$ cat config.mk
export PLATFORM = sky130hd
export DESIGN_NAME = multicycle_ctrl
export DESIGN_NICKNAME = d
export VERILOG_FILES = /design/src/rtl/multicycle_ctrl.sv
export SDC_FILE = /design/constraint.sdc
export NUM_CORES = 1
export LEC_CHECK = 0
export ABC_AREA = 1
export BUFFER_PORTS_ARGS = -buffer_cell sky130_fd_sc_hd__buf_2
export CAP_MARGIN = 10
export CORE_ASPECT_RATIO = 1.25
export CORE_MARGIN = 2
export CORE_UTILIZATION = 48
export DETAILED_ROUTE_END_ITERATION = 8
export PLACE_DENSITY = 0.84
export SLEW_MARGIN = 10
export SYNTH_ARGS = -nofsm -noshare
export SYNTH_HDL_FRONTEND = slang
export SYNTH_SLANG_ARGS = --single-unit
$ cat constraint.sdc
create_clock -name clk -period 1.5 [get_ports clk]
set_input_delay 0.225 -clock clk [delete_from_list [all_inputs] [get_ports clk]]
set_output_delay 0.225 -clock clk [all_outputs]
set_load 0.1 [all_outputs]
$ cat src/rtl/multicycle_ctrl.sv
// multicycle_ctrl: multi-cycle FSM sequencer for a fetch/decode/execute
// datapath supporting ADD, ADDI and BEQ.
//
// Ports:
//   clk, rst         rising-edge clock, synchronous active-high reset
//   start            leaves IDLE (sampled only in IDLE)
//   stop             sampled at retirement (WB/BR); returns to IDLE
//   opcode/funct3/funct7  instruction fields from the IR
//   zero             ALU zero flag; selects the branch target in BR
//   imem_ready       instruction memory data valid this cycle
//   imem_req         fetch request, high for the whole of FETCH
//   ir_write         latch the IR (FETCH && imem_ready)
//   pc_write, pcsrc  PC update enable; 0: PC+4, 1: branch target
//   alusrc, aluctl   ALU B-operand select and operation (0010 add, 0110 sub)
//   regwrite         register file write enable (WB only)
//   busy, halted     activity / halt status
//   err              sticky error, set on entering HALT
//   instr_count      retired instruction count (wraps silently)
module multicycle_ctrl #(
  parameter int FETCH_TIMEOUT = 15,
  parameter int CNT_W         = 32
) (
  input  logic             clk,
  input  logic             rst,
  input  logic             start,
  input  logic             stop,
  input  logic [6:0]       opcode,
  input  logic [2:0]       funct3,
  input  logic [6:0]       funct7,
  input  logic             zero,
  input  logic             imem_ready,
  output logic             imem_req,
  output logic             ir_write,
  output logic             pc_write,
  output logic             pcsrc,
  output logic             alusrc,
  output logic [3:0]       aluctl,
  output logic             regwrite,
  output logic             busy,
  output logic             halted,
  output logic             err,
  output logic [CNT_W-1:0] instr_count
);

  typedef enum logic [2:0] {
    S_IDLE, S_FETCH, S_DECODE, S_EXEC, S_WB, S_BR, S_HALT
  } state_t;

  localparam logic [6:0] OP_RTYPE  = 7'b0110011;
  localparam logic [6:0] OP_IMM    = 7'b0010011;
  localparam logic [6:0] OP_BRANCH = 7'b1100011;
  localparam logic [3:0] ALU_ADD   = 4'b0010;
  localparam logic [3:0] ALU_SUB   = 4'b0110;
  // Timeout fires on the FETCH_TIMEOUT-th consecutive stalled cycle.
  localparam logic [7:0] WAIT_LAST = 8'(FETCH_TIMEOUT - 1);

  state_t     state;
  logic [7:0] wait_cnt;
  logic       is_addi;   // captured in DECODE, steers alusrc in EXEC/WB
  logic       err_q;

  logic dec_add, dec_addi, dec_beq;
  assign dec_add  = (opcode == OP_RTYPE) && (funct3 == 3'b000) && (funct7 == 7'b0000000);
  assign dec_addi = (opcode == OP_IMM)    && (funct3 == 3'b000);
  assign dec_beq  = (opcode == OP_BRANCH) && (funct3 == 3'b000);

  always_ff @(posedge clk) begin
    if (rst) begin
      state       <= S_IDLE;
      wait_cnt    <= '0;
      is_addi     <= 1'b0;
      err_q       <= 1'b0;
      instr_count <= '0;
    end else begin
      case (state)
        S_IDLE: if (start) state <= S_FETCH;
        S_FETCH: begin
          if (imem_ready) begin
            wait_cnt <= '0;
            state    <= S_DECODE;
          end else if (wait_cnt == WAIT_LAST) begin
            wait_cnt <= '0;
            err_q    <= 1'b1;
            state    <= S_HALT;
          end else begin
            wait_cnt <= wait_cnt + 8'd1;
          end
        end
        S_DECODE: begin
          is_addi <= dec_addi;
          if (dec_add || dec_addi) state <= S_EXEC;
          else if (dec_beq)        state <= S_BR;
          else begin
            err_q <= 1'b1;
            state <= S_HALT;
          end
        end
        S_EXEC: state <= S_WB;
        S_WB, S_BR: begin
          instr_count <= instr_count + CNT_W'(1);
          state       <= stop ? S_IDLE : S_FETCH;
        end
        S_HALT: state <= S_HALT;
        default: state <= S_IDLE;
      endcase
    end
  end

  // Datapath controls are a pure decode of the registered state; only
  // ir_write (imem_ready) and pcsrc (zero) look at live inputs.
  always_comb begin
    imem_req = 1'b0;
    ir_write = 1'b0;
    pc_write = 1'b0;
    pcsrc    = 1'b0;
    alusrc   = 1'b0;
    aluctl   = ALU_ADD;
    regwrite = 1'b0;
    busy     = (state != S_IDLE) && (state != S_HALT);
    halted   = (state == S_HALT);
    case (state)
      S_FETCH: begin
        imem_req = 1'b1;
        ir_write = imem_ready;
      end
      S_EXEC: alusrc = is_addi;
      S_WB: begin
        alusrc   = is_addi;
        regwrite = 1'b1;
        pc_write = 1'b1;
      end
      S_BR: begin
        aluctl   = ALU_SUB;
        pc_write = 1'b1;
        pcsrc    = zero;
      end
      default: ;
    endcase
  end

  assign err = err_q;

endmodule

* Yosys cells after proc, flatten, opt, wreduce, memory -nomap -nowiden *
Index checks and enable logic that the tools add are counted.

operators by class
  mux-type cells = 21
  reduce and logical (&&, ||, !) cells = 15
  equal/unequal tests = 17
  $add $sub $neg = 2

operators with widths
  operator                                        number
  adder 32 x 1 -> 32 bit (second input constant)  1
  one-hot mux 3 bit (6 select lines)              1
  2-to-1 mux 8 bit                                2
  2-to-1 mux 3 bit                                5
  2-to-1 mux 1 bit                                11
  != test 2 bit (second input constant)           5
  == test 3 bit (second input constant)           3
  adder 8 x 1 -> 8 bit (second input constant)    1
  == test 8 x 4 -> 1 bit (second input constant)  1
  == test 7 x 5 -> 1 bit (second input constant)  1
  == test 7 x 6 -> 1 bit (second input constant)  1
  == test 7 bit (second input constant)           1
  logical NOT 7 bit                               1
  == test 3 x 2 -> 1 bit (second input constant)  2
  logical NOT 3 bit                               2
  != test 3 bit (second input constant)           2
  logical AND 1 bit                               5
  AND reduction 5 bit                             1
  OR reduction 2 bit                              2
  == test 3 x 1 -> 1 bit (second input constant)  1
  nonzero test 3 bit                              1
  2-to-1 mux 2 bit                                1
  one-hot mux 1 bit (2 select lines)              1
  AND reduction 2 bit                             1
  other kinds (2)                                 2

word-level totals
  output and inout port bits = 45
  bits of input ports = 23
  logic and storage cells = 60
  bits in registers = 45

* Depth between registers and ports, before layout *
Gate-level depths: netlist (run 1).

  depth in word-level cells = 6
  mapped depth = 10
  mapped depth without buffers = 10

* Worst setup path after synthesis (run 1) *
No wires, ideal clock.

  path type = reg-to-output
  start point = reg state[1]
  end point = out alusrc
  data required time = 1,275 ps
  buffers on the path = 0
  cell stages (with the launch flop) = 6
  slack = -2,945 ps
  arrival time = 4,220 ps
  cell sequence = dfxtp_1 nor2_1 inv_1 nor2_1 inv_1 a21boi_0

between the ends
  longest elaborated chain between the ends = 3
  elaborated cells between the ends (all ways) = 4
  those cells by class = 2 x eq/ne; 1 x mux; 1 x reduce/logical

ends and longest elaborated chain
  element                                                         RTL line  text
  from (decl)                                                     57        state_t state;
  from (signal assigned)                                          101       state <= stop ? S_IDLE : S_FETCH;
  == test 3 bit / == test 3 x 2 -> 1 bit (equally long branches)  121       case (state)
  OR reduction 2 bit (no source line) *                           --
  2-to-1 mux 1 bit *                                              121
  to (decl)                                                       36        output logic alusrc,

Mark *: on every way between the ends. The rest lies on a longest branch, timed or not.

* Worst setup path after layout (run 1) *
  start point = reg state[1]
  end point = reg instr_count[23]

between the ends
  longest elaborated chain between the ends = 2
  elaborated cells between the ends (all ways) = 3
  those cells by class = 2 x eq/ne; 1 x reduce/logical

ends and longest elaborated chain
  element                                RTL line  text
  == test 3 bit                          75        case (state)
  OR reduction 2 bit (no source line) *  --
  to (signal assigned)                   100       instr_count <= instr_count + CNT_W'(1);
  to (decl)                              42        output logic [CNT_W-1:0] instr_count

Marks and branches as above.
A chain may end at the register's enable or synchronous reset.

==> results of run 1 <==
[logic make-up after synthesis]
logic type | synth area share
other | 0.00274
XOR/XNOR | 0.00960
adder cells (fa/ha/maj) | 0.0137
buffers and inverters | 0.0910
flip-flops | 0.329
AO/OA/AOI/OAI | 0.108
AND/OR/NAND/NOR | 0.446
[timing repair]
action	CTS	global route
pin swaps	11	12
setup buffers	12	8
endpoints found under the setup margin	9	35
endpoints found under the hold margin	0	0
hold buffers	0	0
gates resized for setup	14	34
[per-stage QoR]
step / setup slack [ns] / setup TNS, ns / instances
after floorplan: -0.626 / -9.30 / 446
after global placement: 0.0271 / 0 / 577
after detailed placement: -0.0154 / -0.0290 / 577
after CTS: -0.0701 / -0.264 / 597
after global routing: -0.246 / -2.21 / 605
final: -0.183 / -0.768 / 605
[cell usage in the layout, fill, tap and decap left out, drive strengths merged, types with 2 or more instances in the layout]
| cell type | instances |
|---|---|
| ha | 3 |
| inv | 53 |
| dfxtp | 45 |
| nor3 | 10 |
| nand3 | 27 |
| nand3b | 7 |
| clkbuf | 8 |
| a31oi | 3 |
| o21ai | 14 |
| buf | 95 |
| conb | 3 |
| nand4 | 6 |
| or2 | 2 |
| nor2 | 85 |
| xor2 | 3 |
| nand2 | 136 |
| a21oi | 29 |
| o21a | 2 |
| o21bai | 3 |
[worst max-delay path, delay by kind of cell, from the launching register on]
kind | cells | cell delay, ns
simple gates | 7 | 0.77
buf+inv | 3 | 0.41
flops | 1 | 0.39
[cell type report]
cell class	count	area [µm²]	share of cell area
Multi-Input combinational cell	338	1810	0.458
Clock buffer	8	90.1	0.0228
Sequential cell	45	1010	0.257
Inverter	55	226	0.0574
Timing Repair Buffer	95	726	0.184
Tap cell	64	80.1	0.0203
[state kept, by name (all words and copies together), names as in the netlist]
signal,count
wait_cnt,8
state,3
instr_count,32
is_addi,1
err,1
[routing by layer]
layer | track usage | wire length [µm]
met1 | 0.254 | 3000
met3 | 0.0308 | 383
met5 | 0 | 0
met4 | 0.118 | 161
met2 | 0.453 | 4280
[power groups by stage]
| stage | clock [µW] | sequential [µW] | combinational [µW] |
|---|---|---|---|
| final | 786 | 1360 | 2000 |
| after global routing | 837 | 1370 | 2120 |
| after CTS | 793 | 1340 | 1900 |
| after detailed placement | 0 | 1350 | 1720 |
| after global placement | 0 | 1350 | 1700 |
| after floorplan | 0 | 1530 | 1040 |
[worst paths after layout]
path / end / slack [ns] / depth (start not counted)
worst max-delay path: instr_count[23]$_SDFFE_PP0P_ / -0.18 / 10
worst min-delay path: is_addi$_SDFFE_PP0N_ / 0.25 / 4
worst min register to register: err$_SDFFE_PP0P_ / 0.45 / 2
worst max register to register: instr_count[23]$_SDFFE_PP0P_ / -0.18 / 10
==> impl_results.md, run 1 <==
* Status: finished with violations
* Failing checks: setup timing
* Filler cells at 418
* PnR Total Power at about 4200 µW
* CP Max Fanout at 5
* Clock root buffer master: clkbuf_8
* Internal power at roughly 2300 µW
* Antenna Cells at 0
* Crit path required time at 1.69 ns
* Leading post-synthesis cells by cell area: dfxtp_1 33%, nand2_1 18%, nor2_1 11%
* Most common cell in the synthesized netlist: nand2_1
* Area grow syn2layout at 44.1%
* Sequential share of the synthesized area at 0.329
* Tmin final at 1.68 ns
* DR DRC count at 0
* Post-DR wirelength/cell at between 10 and 15 µm
* Worst-case clock buffer depth at 2
* Slew @ Worst Pin at 0.532 ns
* Reg clk slew, reported paths at approximately 0.080 ns
* Top FF cell, synth: dfxtp_1
* Net Sw Frac at 0.442
* Final hold violation count at 0
* Hold Path Origin: opcode[5]
* GPL Wtd Cong at 0.878
* Max Cap Violations at 0
* Iteration count of the initial detailed-routing pass at 4
* CTS Buf Count at 5
* Initial DRC Count at 216
* Placed Instance Area at ~0.0035 mm²
* Clock share of power at 0.189
* CP arrival at 1.87 ns
* Sequential share of power at 0.328
* Design Area, Final at 0.00394 mm²
* Yosys reg bits at 45
* Combinational power share at 0.482
* Remaining Overflow, GRT at 0
* Routed Antenna Nets at 0
* Critical path class: flop to flop
* Final cycle utilization of the critical path at 1.12
* Unrepaired setup endpoints after global routing: yes
* Clock sink count at 45
* Hold Path Class: input pin to flop
* Max Slew Vio Count at 0
* All-layer global routing usage at 0.237
* Slowest cell delay on critical path at 0.39 ns
* Pwr/cell area at 1050 mW/mm²
* Final HPWL DP at 5320 µm
* Asr flop ratio synth at 0
* Syn Area/Cell at 6.15 µm²
* Row count at 30
* P_sw at 1830 µW
* DR vias at 3,137
* CP Capture Type: flop
* Crit-path slowest cell: dfxtp_4
* Worst setup SP type: flop
* Initial Util at 0.499
* Io pins at 68
* F_max at between 500 and 600 MHz
* Initial antenna violation count at 0
* Core area at 0.00548 mm²
* Die area at 0.00632 mm²
* Worst-path cell chain: buf_6 > buf_6 > nor2_8 > nand3_4 > nor2_4 > nand4_1 > inv_2 > nand3_2 > nand2_1 > nor2_1
* IO Port Bufs at 64
* Gate count of the mapped netlist at 445
* Synth top area share at 0.329
* Post-synth top cells: 134 x nand2_1, 79 x nor2_1, 51 x inv_1, 45 x dfxtp_1, 29 x a21oi_1
* First-pass GRT wire length at 12,100 µm
* Layout cells sized above 1 at 0.362
* Routed wire length at 7830 µm
* Fin Clk Skew at 0.00695 ns
* Clk Latency, worst-skew pair at 0.30 ns
* Final core area utilization at 0.720
* Hold WS at 0.245 ns
* Synthesized area at 0.00274 mm²
* Leak Pwr at between 0.0015 and 0.002 µW
* Post-synth EDFFs at 0
* H-tree lvl count at 2
* Vias per Instance at 5.19
* Yosys warns at 0
* Reg2reg start: state[1]$_SDFFE_PP0P_
* Total Nets Final at 566
* Area leader, netlist: dfxtp_1
* Die Height at 88.4 µm
* Worst IR Drop VDD at approximately 0.0017 V
* Vias in the first global route at 2,850
* Worst slew margin at 0.642
* Critical Path Start: state[1]$_SDFFE_PP0P_
* Chip width at 71.5 µm
* Yosys cell types at 34
* CTS tree: built
* Largest net degree at the start of global routing at 24
* Most frequent CP cell: buf_6
* Final worst slack at -0.183 ns
* Final setup viols at 11
Power figures use the tool's default switching activity.
==> inputs of run 2 (changes only) <==
- CORE_UTILIZATION: 48 -> 55
- PLACE_DENSITY: 0.84 -> 0.9
- clock period: 1.5 -> 2.17 ns (I/O delays scaled with it)
==> run 2 against run 1 <==
Against the previous run:
- the flow now finishes without violations
- count of clock-buffer cells in the layout fell by 3
- clock skew rose by 0.0016 ns
- worst setup slack improved by 0.37 ns
- critical path type is now flop to output port
- largest cell class unchanged
- largest power group unchanged
==> impl_results.md, run 2 (synthesis gave the netlist of run 1 again) <==
* Status: finished clean
* DR vias at 2,966 (-5.5%)
* Post-DR wirelength/cell at 11.1 µm (-14%)
* CP Max Fanout at 6 (+1)
* Final setup viols at 0 (-11)
* Commonest non-fill, non-tap cell in the layout: nand2_1
* Leak Pwr at 0.00137 µW (-14%)
* Die area at 0.00556 mm² (-12%)
* Fin Setup TNS at 0 ns (+0.768 ns)
* Layout cells sized above 1 at 0.200 (-0.163)
* Vias per Instance at 5.19 (+0.18%)
* Initial DRC Count at 193 (-11%)
* Critical path class: flop to output port
* DR DRC count at 0 (unchanged)
* Top delay family on crit path: buffers and inverters
* CP arrival at 1.66 ns (-0.21 ns)
* Final core area utilization at 0.679 (-0.0403)
* Chip width at 67.1 µm (-6.2%)
* Routed Antenna Nets at 0 (unchanged)
* Largest net degree at the start of global routing at 24 (unchanged)
* Initial antenna violation count at 0 (unchanged)
* Cells after DPL at 563 (-2.4%)
* Iteration count of the initial detailed-routing pass at 4 (unchanged)
* Final HPWL DP at 4860 µm (-8.6%)
* Largest reg by FF count: instr_count
* Commonest cells after routing, fill and taps aside: 133 x nand2_1, 77 x nor2_1, 64 x buf_2
* Remaining Overflow, GRT at 0 (unchanged)
* Crit path buf inv count at 3 (unchanged)
* Crit-path slowest cell: dfxtp_4
* Clk Latency, worst-skew pair at 0.30 ns (about the same)
* Max Slew Vio Count at 0 (unchanged)
* CTS Hold Buffers Added at 0 (unchanged)
* Cts repair resizes at 0 (-14)
* Total Nets Final at 536 (-5.3%)
* Worst setup SP type: flop
* Tmin final at 1.99 ns
* CTS tree: built
* Final hold violation count at 0 (unchanged)
* Fin cells at 571 (-5.6%)
* Pwr/cell area at 744 mW/mm² (-29%)
* IO Port Bufs at 64 (unchanged)
* F_max at 503 MHz
* Clock root buffer master: clkbuf_8
* H-tree lvl count at 2 (unchanged)
* Slew @ Worst Pin at 0.698 ns (+0.167 ns)
* Die Height at 82.9 µm (-6.3%)
* Placed Instance Area at 0.00315 mm² (-11%)
* Vias in the first global route at 2,581 (-9.4%)
* Slowest cell delay on critical path at 0.44 ns (+0.05 ns)
* Final cycle utilization of the critical path at 0.916
* Max Cap Violations at 0 (unchanged)
* Io pins at 68 (unchanged)
* Reg clk slew, reported paths at 0.08 ns (about the same)
* CP Capture Type: output port
* Unrepaired setup endpoints after global routing: no
* Routed wire length at 6360 µm (-19%)
* Core area at 0.00476 mm² (-13%)
* Fin Clk Skew at 0.00854 ns (+0.00159 ns)
* # Post-CTS Setup Buffers at 0 (-12)
* Worst-case clock buffer depth at 2 (unchanged)
* All-layer global routing usage at 0.230 (-0.00671)
* CTS Buf Count at 5 (unchanged)
* GPL Wtd Cong at 0.896 (+2.1%)
* Design Area, Final at 0.00324 mm² (-18%)
* Hold Path Class: input pin to flop
* Worst-path cell chain: inv_2 > nor2_1 > inv_1 > nor2_4 > buf_2
* Clock sink count at 45 (unchanged)
* Worst slew margin at 0.534 (-0.108)
* Initial Util at 0.574 (+0.0750)
* First-pass GRT wire length at 10,400 µm (-14%)
* Filler cells at 453 (+8.4%)
* Top flop regs: instr_count (32), wait_cnt (8), state (3)
* Area grow syn2layout at 18.3%
* Crit path required time at 1.84 ns (+0.15 ns)
* Row count at 28 (-6.7%)
* Antenna Cells at 0 (unchanged)
* Max reg flops at 32 (unchanged)
* Worst IR Drop VDD at 0.000840 V (-51%)
## run 2: changes by cell type in the layout (fill, tap and decap cells not counted), sizes merged
cell and delta:
buf -30, clkinv +3, clkbuf -3
## run 2: stage by stage
step	hold slack [ns]	setup slack, ns	total power, µW
6_report	0.382	0.182	2410
5_1_grt	0.401	0.126	2520
4_1_cts	0.373	0.187	2420
3_5_place_dp	0.462	0.515	1910
3_3_place_gp	0.440	0.542	1890
2_1_floorplan	0.458	-0.391	1760
## run 2: area by class of cell
cell class	count	area, µm²	area share
Multi-Input combinational cell	338	1630	0.503
Sequential cell	45	908	0.281
Timing Repair Buffer	65	328	0.101
Inverter	55	213	0.0657
Tap cell	60	75.1	0.0232
Clock buffer	5	68.8	0.0213
Clock inverter	3	16.3	0.00503
## run 2: power breakdown
group	leakage, µW	switching [µW]	total [µW]	internal (µW)
logic	0.000952	767	954	188
clock network	0.0000482	288	512	223
registers	0.000365	63.0	941	878
## run 2: layer usage
layer,vias to the layer above,track usage,wire [µm]
li1,1531,-,-
met1,1315,0.252,2550
met2,100,0.420,3300
met3,20,0.0407,327
met4,0,0.0909,186
met5,-,0,0
## run 2: worst register-to-register path: stages, from the launching register on
cell and delay [ns]:
dfxtp_2 0.38, ha_1 0.22, nand3_1 0.13, nor2_4 0.18, nand3_2 0.14, nor2_4 0.19, nand2_1 0.11, o21ai_0 0.17
a21oi_1 0.06
## run 2: final timing paths
check	end	slack [ns]	startpoint	depth (start not counted)
max	halted	0.18	state[1]$_SDFFE_PP0P_	5
min	is_addi$_SDFFE_PP0N_	0.38	opcode[5]	4
max reg2reg	instr_count[20]$_SDFFE_PP0P_	0.52	instr_count[0]$_SDFFE_PP0P_	8
min reg2reg	err$_SDFFE_PP0P_	0.48	err$_SDFFE_PP0P_	2
==> inputs of run 3 (changes only) <==
--- a/config.mk
+++ b/config.mk
@@ -6,5 +6,4 @@
 export NUM_CORES = 1
 export LEC_CHECK = 0
-export ABC_AREA = 1
 export BUFFER_PORTS_ARGS = -buffer_cell sky130_fd_sc_hd__buf_2
 export CAP_MARGIN = 10
@@ -13,5 +12,5 @@
 export CORE_UTILIZATION = 55
 export DETAILED_ROUTE_END_ITERATION = 8
-export PLACE_DENSITY = 0.9
+export PLACE_DENSITY = 0.92
 export SLEW_MARGIN = 10
 export SYNTH_ARGS = -nofsm -noshare
==> constraint.sdc (replaced) <==
create_clock -name clk -period 2.5 [get_ports clk]
set_input_delay 0.375 -clock clk [delete_from_list [all_inputs] [get_ports clk]]
set_output_delay 0.375 -clock clk [all_outputs]
set_load 0.02 [all_outputs]
==> run 3 against run 2 <==
Against the previous run:
- power decreased by 32%
- clock skew decreased by 0.0033 ns
- critical path depth is 1 lower
- wire length decreased by 13%
- final area shrank 14%
- via count fell by 20%
- hold slack improved by 0.089 ns
- synthesized cell count decreased by 36%
- combinational power down 60%
- sequential cell count stayed put
- global-route usage is essentially flat
- first-iteration DRC count decreased by 4.1%
- highest routed layer unchanged
==> impl_results.md, run 3 <==
* Status: finished clean
* # Post-CTS Setup Buffers at 0 (unchanged)
* IO Port Bufs at 64 (unchanged)
* CP Max Fanout at 13 (+7)
* Final hold violation count at 0 (unchanged)
* Slowest cell delay on critical path at 0.53 ns (+0.09 ns)
* Initial Util at 0.579 (+0.00442)
* Core area at 0.00413 mm² (-13%)
* Worst setup SP type: flop
* Commonest cells after routing, fill and taps aside: 64 x buf_2, 45 x dfxtp_1, 25 x a21oi_1
* Chip width at 63.0 µm (-6.1%)
* Io pins at 68 (unchanged)
* Unrepaired setup endpoints after global routing: no
* CP Capture Type: output port
* Initial DRC Count at 185 (-4.1%)
* Reg clk slew, reported paths at 0.08 ns (about the same)
* Die Height at 77.7 µm (-6.2%)
* Largest reg by FF count: instr_count
* Clock root buffer master: clkbuf_8
* Vias per Instance at 6.04 (+16%)
* Crit path required time at 2.12 ns (+0.28 ns)
* Syn Area/Cell at 8.45 µm² (+37%)
* Asr flop ratio synth at 0 (unchanged)
* Clock sink count at 45 (unchanged)
* Max Cap Violations at 0 (unchanged)
* PnR Total Power at 1640 µW (-32%)
* Total Nets Final at 365 (-32%)
* Synthesized area at 0.00239 mm² (-13%)
* Max Slew Vio Count at 0 (unchanged)
* Post-synth top cells: 45 x dfxtp_1, 25 x a21oi_1, 21 x nor2_1, 15 x nand2_1
* Final core area utilization at 0.673 (-0.00613)
* GPL Wtd Cong at 0.914 (+2.0%)
* Most common cell in the synthesized netlist: dfxtp_1
* Slew @ Worst Pin at 0.807 ns (+0.109 ns)
* Critical path class: flop to output port
* Row count at 26 (-7.1%)
* Top flop regs: instr_count (32), wait_cnt (8), state (3)
* CP arrival at 1.84 ns (+0.18 ns)
* Worst IR Drop VDD at 0.000391 V (-53%)
* Instance count on the critical path at 4 (-1)
* Yosys cell types at 52 (+53%)
* Clk Latency, worst-skew pair at 0.30 ns (about the same)
* Final HPWL DP at 3960 µm (-19%)
* Final setup viols at 0 (unchanged)
* Setup WS pre-CTS at 0.381 ns (-0.135 ns)
* Final worst slack at 0.282 ns (+0.100 ns)
* Vias in the first global route at 2,144 (-17%)
* Crit path buf inv count at 2 (-1)
* First-pass GRT wire length at 9240 µm (-11%)
* CTS tree: built
* Worst-path cell chain: or3b_1 > inv_1 > and2_1 > buf_2
* Leading post-synthesis cells by cell area: dfxtp_1 38%, a21oi_1 5.2%, o31ai_1 3.5%
* Yosys reg bits at 45 (unchanged)
* Antenna Cells at 0 (unchanged)
* Iteration count of the initial detailed-routing pass at 5 (+1)
* DR DRC count at 0 (unchanged)
* Fin Setup TNS at 0 ns (unchanged)
* Area leader, netlist: dfxtp_1
* Sequential share of the synthesized area at 0.377 (+0.0475)
* R2r worst-path depth at 4 (-4)
* Post-synth EDFFs at 0 (unchanged)
* Routed Antenna Nets at 0 (unchanged)
* Worst-case clock buffer depth at 2 (unchanged)
* Routed wire length at 5510 µm (-13%)
* Crit-path slowest cell: dfxtp_1
* Top delay family on crit path: simple AND/OR/NAND/NOR gates
* H-tree lvl count at 2 (unchanged)
* Synth top area share at 0.377 (+0.0475)
* Post-DR wirelength/cell at 13.9 µm (+25%)
* CTS Hold Buffers Added at 0 (unchanged)
* Commonest non-fill, non-tap cell in the layout: buf_2
* Flop2flop setup slack at 0.37 ns (-0.15 ns)
* Cells after DPL at 388 (-31%)
* Largest net degree at the start of global routing at 46 (+92%)
* Top FF cell, synth: dfxtp_1
* Yosys warns at 0 (unchanged)
* Cts repair resizes at 0 (unchanged)
* F_max at 451 MHz
* Final cycle utilization of the critical path at 0.887
* Worst slew margin at 0.462 (-0.0721)
* Max reg flops at 32 (unchanged)
* DR vias at 2,384 (-20%)
* Fin cells at 395 (-31%)
* Leak Pwr at 0.00111 µW (-19%)
* Die area at 0.00489 mm² (-12%)
* All-layer global routing usage at 0.231 (+0.000410)
* CTS Buf Count at 5 (unchanged)
* Initial antenna violation count at 0 (unchanged)
* Layout cells sized above 1 at 0.227 (+0.0275)
* Area grow syn2layout at 16.3%
* Fin Clk Skew at 0.00522 ns (-0.00332 ns)
* Hold Path Class: input pin to flop
* Gate count of the mapped netlist at 283 (-36%)
* WHS Path Cells at 4 (unchanged)
* Pwr/cell area at 588 mW/mm² (-21%)
* Tmin final at 2.22 ns
* Remaining Overflow, GRT at 0 (unchanged)
run 3: cell types whose count changed after synthesis, sizes merged, moves of 7 or more:
cell | previous run | this run
nand2 | 136 | 15
nor2 | 85 | 21
inv | 53 | 5
nand3 | 27 | 13
or3 | 0 | 12
o31ai | 0 | 11
or4 | 0 | 11
nand4 | 6 | 14
nor2b | 0 | 7
nor3 | 10 | 3
run 3: path summary, 6_finish.rpt:
path	start	to
setup / recovery	state[0]$_SDFFE_PP0P_	ir_write
hold / removal	opcode[5]	is_addi$_SDFFE_PP0N_
setup reg to reg	state[2]$_SDFFE_PP0P_	instr_count[30]$_SDFFE_PP0P_
hold reg to reg	instr_count[30]$_SDFFE_PP0P_	instr_count[30]$_SDFFE_PP0P_
run 3: cells by family after synthesis:
group | synth area share
AOI/OAI and AO/OA | 0.186
xor gates and xnor gates | 0.0403
adders and majority gates | 0.0157
buffers and inverters | 0.0518
DFF | 0.377
muxes | 0.0131
other | 0.00314
and+or+nand+nor | 0.313
run 3: worst reg2reg max path: stages (launching register included):
cell     delay, ns
dfxtp_1       0.55
and4b_1       0.52
nand4_1       0.32
or4_1         0.54
a21oi_1       0.15
run 3: area by class of cell:
class,count,area (µm²)
clock buffers,7,86.3
fillers,343,1350
inverters,5,18.8
multi-input cells,216,1370
flip-flops and latches,45,901
well taps,56,70.1
repair buffers,66,335
run 3: metal layers:
metal | up-vias | routed length (µm) | track usage | part of all wire
li1 | 1173 | - | - | -
met1 | 1136 | 2290 | 0.263 | 0.42
met2 | 67 | 2910 | 0.426 | 0.53
met3 | 8 | 240 | 0.0449 | 0.044
met4 | 0 | 66 | 0.0756 | 0.012
met5 | - | 0 | 0 | 0
run 3: per-stage QoR:
stage          hold slack, ns  area (µm²)
4_1_cts                 0.469        2780
5_1_grt                 0.497        2780
3_3_place_gp            0.468        2700
3_5_place_dp            0.482        2700
2_1_floorplan           0.450        2390
6_report                0.471        2780
run 3: report_power, final:
group	leakage [µW]	switching, µW	total (µW)	internal (µW)
Sequential	0.000363	56.2	801	744
Clock	0.0000443	233	453	220
Combinational	0.000698	221	382	161
